--- src/rtl/fah_2_cel_seq.sv ---
// ---------------------------------------------------------------------------
// fah_2_cel_seq
// Sequential Fahrenheit-to-Celsius converter: C = trunc((F - 32) * 5 / 9).
// The *5 is a shift-add. The /9 is a radix-2 restoring divider that produces
// one quotient bit per cycle. The divider works on the magnitude, so the
// result is truncated toward zero and then negated if needed.
//
// Ports:
//   clk        rising-edge clock
//   rst_n      asynchronous active-low reset
//   in_valid   fahren is valid
//   in_ready   block can accept an input (high only in IDLE)
//   fahren     signed Fahrenheit input, WIDTH bits
//   out_valid  celsius/out_rem are valid
//   out_ready  consumer accepts the result
//   celsius    signed Celsius result, truncated toward zero
//   out_rem    magnitude of the division remainder (0..8)
// ---------------------------------------------------------------------------
module fah_2_cel_seq #(
   parameter  int WIDTH = 16,
   localparam int DW    = WIDTH + 3
) (
   input  logic             clk,
   input  logic             rst_n,
   input  logic             in_valid,
   output logic             in_ready,
   input  logic [WIDTH-1:0] fahren,
   output logic             out_valid,
   input  logic             out_ready,
   output logic [WIDTH-1:0] celsius,
   output logic [3:0]       out_rem
);

   localparam int CW = $clog2(DW);

   typedef enum logic [2:0] {IDLE, PREP, DIV, FIX, DONE} state_t;

   state_t                  state;
   logic signed [WIDTH-1:0] fahren_r;
   logic                    sign_r;
   logic        [DW-1:0]    dvd_r;
   logic        [3:0]       rem_r;
   logic        [WIDTH-1:0] quot_r;
   logic        [CW-1:0]    cnt_r;

   // Two's-complement magnitude of the scaled value
   function automatic logic [DW-1:0] abs_dw(input logic [DW-1:0] v);
      return v[DW-1] ? (~v + 1'b1) : v;
   endfunction

   // Negate the truncated magnitude when the input lay below 32 F
   function automatic logic [WIDTH-1:0] apply_sign(input logic s,
                                                   input logic [WIDTH-1:0] m);
      return s ? (~m + 1'b1) : m;
   endfunction

   // ---- PREP datapath: d = F - 32, p = 5*d -------------------------------
   logic signed [WIDTH:0]  diff;
   logic signed [DW-1:0]   diff_x;
   logic signed [DW-1:0]   prod;

   always_comb begin
      diff   = {fahren_r[WIDTH-1], fahren_r} - (WIDTH+1)'(32);
      diff_x = {{2{diff[WIDTH]}}, diff};
      prod   = (diff_x <<< 2) + diff_x;
   end

   // ---- DIV datapath: one restoring step per cycle -----------------------
   // The remainder stays below 9 between steps, so after the shift it fits in
   // 5 bits and after a subtract it fits in 4 bits again.
   logic [4:0] rem_sh;
   logic       ge9;
   logic [3:0] rem_nx;

   always_comb begin
      rem_sh = {rem_r, dvd_r[DW-1]};
      ge9    = (rem_sh >= 5'd9);
      rem_nx = ge9 ? 4'(rem_sh - 5'd9) : rem_sh[3:0];
   end

   // ---- Control FSM and registered outputs -------------------------------
   always_ff @(posedge clk or negedge rst_n) begin
      if (!rst_n) begin
         state     <= IDLE;
         in_ready  <= 1'b1;
         out_valid <= 1'b0;
         celsius   <= '0;
         out_rem   <= '0;
         fahren_r  <= '0;
         sign_r    <= 1'b0;
         dvd_r     <= '0;
         rem_r     <= '0;
         quot_r    <= '0;
         cnt_r     <= '0;
      end else begin
         case (state)
            IDLE: begin
               if (in_valid) begin
                  fahren_r <= fahren;
                  in_ready <= 1'b0;
                  state    <= PREP;
               end
            end

            PREP: begin
               sign_r <= prod[DW-1];
               dvd_r  <= abs_dw(prod);
               rem_r  <= '0;
               quot_r <= '0;
               cnt_r  <= CW'(DW - 1);
               state  <= DIV;
            end

            // The quotient is shifted through a WIDTH-bit register. The bits that
            // fall off the top are always zero because |C| < 2^(WIDTH-1).
            DIV: begin
               rem_r  <= rem_nx;
               quot_r <= {quot_r[WIDTH-2:0], ge9};
               dvd_r  <= {dvd_r[DW-2:0], 1'b0};
               if (cnt_r == '0)
                  state <= FIX;
               else
                  cnt_r <= cnt_r - 1'b1;
            end

            FIX: begin
               celsius   <= apply_sign(sign_r, quot_r);
               out_rem   <= rem_r;
               out_valid <= 1'b1;
               state     <= DONE;
            end

            DONE: begin
               if (out_ready) begin
                  out_valid <= 1'b0;
                  in_ready  <= 1'b1;
                  state     <= IDLE;
               end
            end

            default: begin
               out_valid <= 1'b0;
               in_ready  <= 1'b1;
               state     <= IDLE;
            end
         endcase
      end
   end

endmodule

--- config.mk ---
export PLATFORM = sky130hd
export DESIGN_NAME = fah_2_cel_seq
export DESIGN_NICKNAME = d
export VERILOG_FILES = /design/src/rtl/fah_2_cel_seq.sv
export SDC_FILE = /design/constraint.sdc
export NUM_CORES = 1
export LEC_CHECK = 0
export CORE_UTILIZATION = 57
export DETAILED_ROUTE_END_ITERATION = 8
export GPL_TIMING_DRIVEN = 1
export PLACE_DENSITY = 0.78
export RECOVER_POWER = 50
export REMOVE_ABC_BUFFERS = 1
export SLEW_MARGIN = 20
export SYNTH_ARGS = -nofsm -noshare
export SYNTH_HDL_FRONTEND = slang
export SYNTH_SLANG_ARGS = --single-unit
export TNS_END_PERCENT = 20
--- constraint.sdc ---
create_clock -name clk -period 4.6 [get_ports clk]
set_input_delay 0.92 -clock clk [delete_from_list [all_inputs] [get_ports clk]]
set_output_delay 0.92 -clock clk [all_outputs]
set_load 0.01 [all_outputs]
After elaboration in Yosys (flattened, before gate mapping)
Index checks and enable logic that the tools add are counted.
{"block": "word_totals", "output_inout_bits": 22, "elab_cells": 57, "input_bits": 20, "regBits": 86}
{"block": "classes", "muxes": 17, "n_addsub": 6, "n_lt_le_gt_ge": 1, "bitwise_logic": 4, "n_reduce_logical": 10, "n_eq_ne": 8}
{"operator": "19-bit one-hot mux with 2 select lines", "n": 1}
{"operator": "16-bit one-hot mux with 2 select lines", "n": 1}
{"operator": "19-bit by 1-bit adder with 19-bit output (second input constant)", "n": 1}
{"operator": "19-bit by 17-bit adder with 19-bit output", "n": 1}
{"operator": "19-bit two-way mux", "n": 1}
{"operator": "19-bit inverter", "n": 1}
{"operator": "16-bit by 7-bit subtractor with 17-bit output (second input constant)", "n": 1}
{"operator": "16-bit by 1-bit adder with 16-bit output (second input constant)", "n": 1}
{"operator": "16-bit two-way mux", "n": 1}
{"operator": "16-bit inverter", "n": 1}
{"operator": "3-bit one-hot mux with 5 select lines", "n": 1}
{"operator": "5-bit one-hot mux with 2 select lines", "n": 1}
{"operator": "3-bit two-way mux", "n": 3}
{"operator": "2-bit inequality test (second input constant)", "n": 4}
{"operator": "4-bit one-hot mux with 2 select lines", "n": 1}
{"operator": "3-bit by 2-bit == test with 1-bit output (second input constant)", "n": 2}
{"operator": "1-bit one-hot mux with 3 select lines", "n": 2}
{"operator": "2-bit AND reduction", "n": 3}
{"operator": "3-bit AND reduction", "n": 2}
{"operator": "3-bit OR reduction", "n": 2}
{"operator": "5-bit by 4-bit >= comparator with 1-bit output (second input constant)", "n": 1}
{"operator": "5-bit zero test", "n": 1}
{"operator": "5-bit two-way mux", "n": 1}
{"operator": "5-bit by 1-bit subtractor with 5-bit output (second input constant)", "n": 1}
{"operator": "8 further kinds", "n": 11}

Logic depth before layout (Yosys ltp)
{"block": "depth", "word_depth": 6, "ltp_mapped": 17}

Worst setup path before layout
OpenSTA, ideal clock, no wires.
{"block": "synth_timing", "path_kind": "reg-to-reg", "start": "register fahren_r[5]", "end": "register dvd_r[15]", "path_stages_with_launch": 16, "slack_ns": 0.831, "t_required_ns": 4.533, "arrival_ns": 3.701, "cell_sequence": "dfrtp_1 > inv_1 > ha_1 > or4b_4 > buf_6 > nand2_1 > ha_1 > and3_1 > and3_1 > o41ai_1 > nand4_1 > or3b_1 > nor3_2 > xnor2_1 > mux2_1 > nand2_1"}
{"block": "synth_via", "elab_chain_len": 6}
{"item": "start, declared", "line": "39", "rtl": "logic signed [WIDTH-1:0] fahren_r;"}
{"item": "start signal, assigned", "line": "99", "rtl": "fahren_r <= fahren;"}
{"item": "16-bit by 7-bit subtractor with 17-bit output (*)", "line": "63", "rtl": "diff = {fahren_r[WIDTH-1], fahren_r} - (WIDTH+1)'(32);"}
{"item": "19-bit by 17-bit adder with 19-bit output (*)", "line": "65", "rtl": "prod = (diff_x <<< 2) + diff_x;"}
{"item": "19-bit inverter", "line": "48", "rtl": "return v[DW-1] ? (~v + 1'b1) : v;"}
{"item": "19-bit by 1-bit adder with 19-bit output", "line": "48"}
{"item": "19-bit two-way mux (*)", "line": "48"}
{"item": "19-bit one-hot mux with 2 select lines (*)", "line": "96", "rtl": "case (state)"}
{"item": "end signal, assigned", "line": "107", "rtl": "dvd_r <= abs_dw(prod);"}
{"item": "end signal, assigned", "line": "119", "rtl": "dvd_r <= {dvd_r[DW-2:0], 1'b0};"}
{"item": "end, declared", "line": "41", "rtl": "logic [DW-1:0] dvd_r;"}
Every way passes the cells marked *; elsewhere a longest branch is shown, timed or not.
A chain may end at the register's enable or synchronous reset.

Final worst setup path
Same ends and word-level chain as after synthesis.

==> impl_results.rst <==
.. list-table::
   :header-rows: 1

   * - Metric
     - Value
   * - Result of the run
     - complete, but fails checks
   * - Violated checks
     - max-capacitance violations, max-slew violations
   * - CTS hold repair buffers
     - 0
   * - Detailed-route DRC error count
     - 0
   * - Timing-limited maximum frequency
     - 0.243 GHz
   * - Worst setup slack for register-to-register paths
     - approximately 0.48 ns
   * - Top area cells in the synthesized netlist
     - dfrtp_1 39%, xnor2_1 5.3%, ha_1 5.1%
   * - Crit-path cells
     - inv_1 -> ha_1 -> or4b_4 -> nand2_1 -> ha_1 -> and3_1 -> and3_1 -> o41ai_1 -> nand4_1 -> or3b_1 -> nor3_2 -> xnor2_1 -> mux2_1 -> nand2_1
   * - Most frequently used cell type in the post-synthesis netlist
     - dfrtp_1
   * - Reg-to-Reg Start
     - fahren_r[5]
   * - Die Outline Area
     - just under 10000 sq um
   * - Post-layout instance area
     - ~6100 sq um
   * - Number of DRC violations after detailed-routing iteration 0
     - 201
   * - Count of cells along the worst register-to-register path
     - 14
   * - Post-CTS Setup Repair Bufs
     - 0
   * - Predominant post-synthesis flop cell
     - dfrtp_1
   * - Post-Syn Instances
     - 580
   * - Most common library cells after synthesis
     - 85 x dfrtp_1, 71 x nand2_1, 53 x o21ai_0
   * - Layout Nets
     - 648
   * - Vias post-DR
     - around 4300
   * - Slew Viols, Final
     - slightly below 90
   * - Total negative slack
     - 0 ns
   * - Initial antenna violation count
     - 0
   * - Kind of critical path
     - flip-flop to flip-flop
   * - Worst Setup End Kind
     - flip-flop
   * - Synthesis-to-finish area growth
     - 12.6%
   * - Final period utilization
     - 0.895
   * - Post-layout minimum cycle time
     - a little over 4 ns
   * - Worst hold path type
     - flip-flop to flip-flop
   * - Post-route worst hold slack
     - 0.482 ns
   * - Area of placed instances
     - around 5900 sq um
   * - Global-route wire length before repair
     - a little under 20 mm
   * - Final wirelength
     - around 11 mm
   * - Row count
     - 35
   * - Mean post-synth cell area
     - 9.34 sq um
   * - Critical R2R Capture
     - dvd_r[15]
   * - Via/cell ratio
     - 5.81
   * - CP max-delay cell
     - or4b_4
   * - Count of endpoints failing hold in the final timing report
     - 0
   * - Worst setup endpoint
     - dvd_r[15]
   * - Number of different library cells in the post-synthesis netlist
     - 73
   * - Die Ht
     - 99.5 um
   * - Clk_lat worst skew
     - around 0.37 ns
   * - Number of placed instances, taps included
     - around 720
   * - Count of cell instances traversed by the critical path
     - 14
   * - Inserted Diodes
     - 0
   * - Data arrival time of the critical path
     - 4.42 ns
   * - Number of gates resized after cts
     - 0
   * - Layout cell share with drive strength beyond 1
     - 0.0870
   * - DR pass1 iterations
     - 5
   * - Max transition margin
     - -0.391
   * - WL per Instance
     - around 15 um
   * - Antenna-violating nets left
     - 0
   * - Max Fanout on Critical Path
     - 13
   * - Fraction of registers with async set or reset after synthesis
     - 1.00
   * - Deepest level of the CTS H-tree
     - 3
   * - Post-synth EDFFs
     - 0
   * - Core footprint
     - 9240 sq um
   * - Number of clock buffers inserted by TritonCTS
     - 9
   * - Synthesis-stage register bit count
     - 86
   * - Setup violation total in the final timing report
     - 0
   * - Worst clock skew
     - about 0.012 ns
   * - Slew at the pin closest to its max-slew limit
     - 2.09 ns
   * - Number of buffers added on ports
     - 41
   * - Count of maximum capacitance violations
     - 1
   * - RSZ-0062 raised after global routing
     - false
   * - Area of the mapped netlist
     - roughly 5400 sq um
   * - Starting utilization of the core area
     - 0.586
   * - Cell chosen for the clock root
     - clkbuf_8
   * - Ports
     - 42
   * - Register area share after synthesis
     - 0.398
   * - Area fraction of the dominant cell type after synthesis
     - 0.393
   * - Library cell occupying the most area in the post-synthesis netlist
     - dfrtp_1
   * - Number of standard cells in the layout, taps in and fillers out
     - between 700 and 800
   * - Global Route Usage Sum
     - 0.243
   * - Cell family with the largest share of critical-path delay
     - simple AND/OR/NAND/NOR gates
   * - HPWL reported at the end of detailed placement
     - 8.03 mm
   * - Horizontal die dimension
     - between 90 and 100 um
   * - Sum of overflow across all layers after global routing
     - 0
   * - Final weighted congestion in routability-driven placement
     - just over 0.9
   * - Kind of start point of the critical path
     - flip-flop
   * - Critical path buffers and inverters
     - 1
   * - Worst Setup SP
     - fahren_r[5]
   * - Maximum cell stage delay along the critical path
     - 0.60 ns
   * - Largest net degree at the start of global routing
     - 87
   * - Clock slew at reported path FFs
     - 0.09 ns
   * - Count of yosys warnings during synthesis
     - 0
   * - Sink count of the clock tree
     - between 80 and 90
   * - Data required time of the critical path
     - just under 5 ns
   * - Number of buffers on the longest clock path
     - 2
   * - Number of global-route vias before repair
     - between 4000 and 5000
   * - CTS tree
     - done
   * - Number of instances on the worst hold path
     - 2
[through the flow]
stage	util	worst slack (ns)
finish	0.660	0.482
CTS	0.661	0.517
floorplan	-	0.888
global route	0.660	0.218
detailed placement	0.637	0.551
global placement	0.637	0.684
[layer usage]
layer,track usage,share of wire
met4,0.0735,0.014
met2,0.424,0.50
met3,0.0492,0.034
met1,0.306,0.45
met5,0,0
[layout by cell type (no fill, tap or decap), types with 6 or more instances in the layout]
cell and instances:
ha_1 22, nor3_1 11, o21ai_0 53, mux2_2 10, a21oi_1 18, inv_1 22
nor2_1 24, xnor2_1 33, or3_1 6, nand3_1 7, xor2_1 25, dfrtp_1 85
a22oi_1 16, clkdlybuf4s50_1 38, clkbuf_8 9, a21o_1 6, o21ai_1 10, or4_1 6
o31ai_1 9, a22o_1 14, nand2_1 71
[how the worst min path moves through the flow]
stage,start,to
after floorplan,dvd_r[0],dvd_r[0]
after global routing,celsius[3],celsius[3]
after global placement,celsius[15],celsius[15]
after CTS,celsius[11],celsius[11]
after detailed placement,celsius[3],celsius[3]
final,celsius[11],celsius[11]
[state kept, by name, indices dropped and copies added (netlist names)]
signal	cells
cnt_r	5
in_ready	1
quot_r	16
dvd_r	19
fahren_r	16
rem_r	4
out_rem	4
state	3
out_valid	1
celsius	16
sign_r	1
[worst reg2reg max path, delay by kind of cell, from the launching register on]
family | cells | cell delay [ns]
mux | 1 | 0.33
flops | 1 | 0.41
compound gates | 1 | 0.52
xor+xnor | 1 | 0.16
simple gates | 8 | 1.96
fa+ha+maj | 2 | 0.55
buf+inv | 1 | 0.13
[logic make-up (layout without fill, tap and decap cells)]
| logic type | after synthesis | count (layout) | synth area share |
|---|---|---|---|
| adder cells (fa/ha/maj) | 23 | 23 | 0.0545 |
| AND/OR/NAND/NOR | 173 | 173 | 0.166 |
| XOR/XNOR | 58 | 58 | 0.0938 |
| AO/OA/AOI/OAI | 170 | 170 | 0.213 |
| flip-flops | 86 | 86 | 0.398 |
| multiplexers | 16 | 16 | 0.0321 |
| buffers and inverters | 54 | 83 | 0.0421 |
[area by class of cell]
type	instances	area (sq um)
fillers	775	3140
well taps	129	161
clock buffers	9	124
repair buffers	46	439
flip-flops and latches	86	2150
inverters	22	82.6
clock inverters	6	95.1
multi-input cells	440	3040
Power is not shown: default switching activity piles up to over one toggle a cycle in this logic, so the estimate is an artifact.
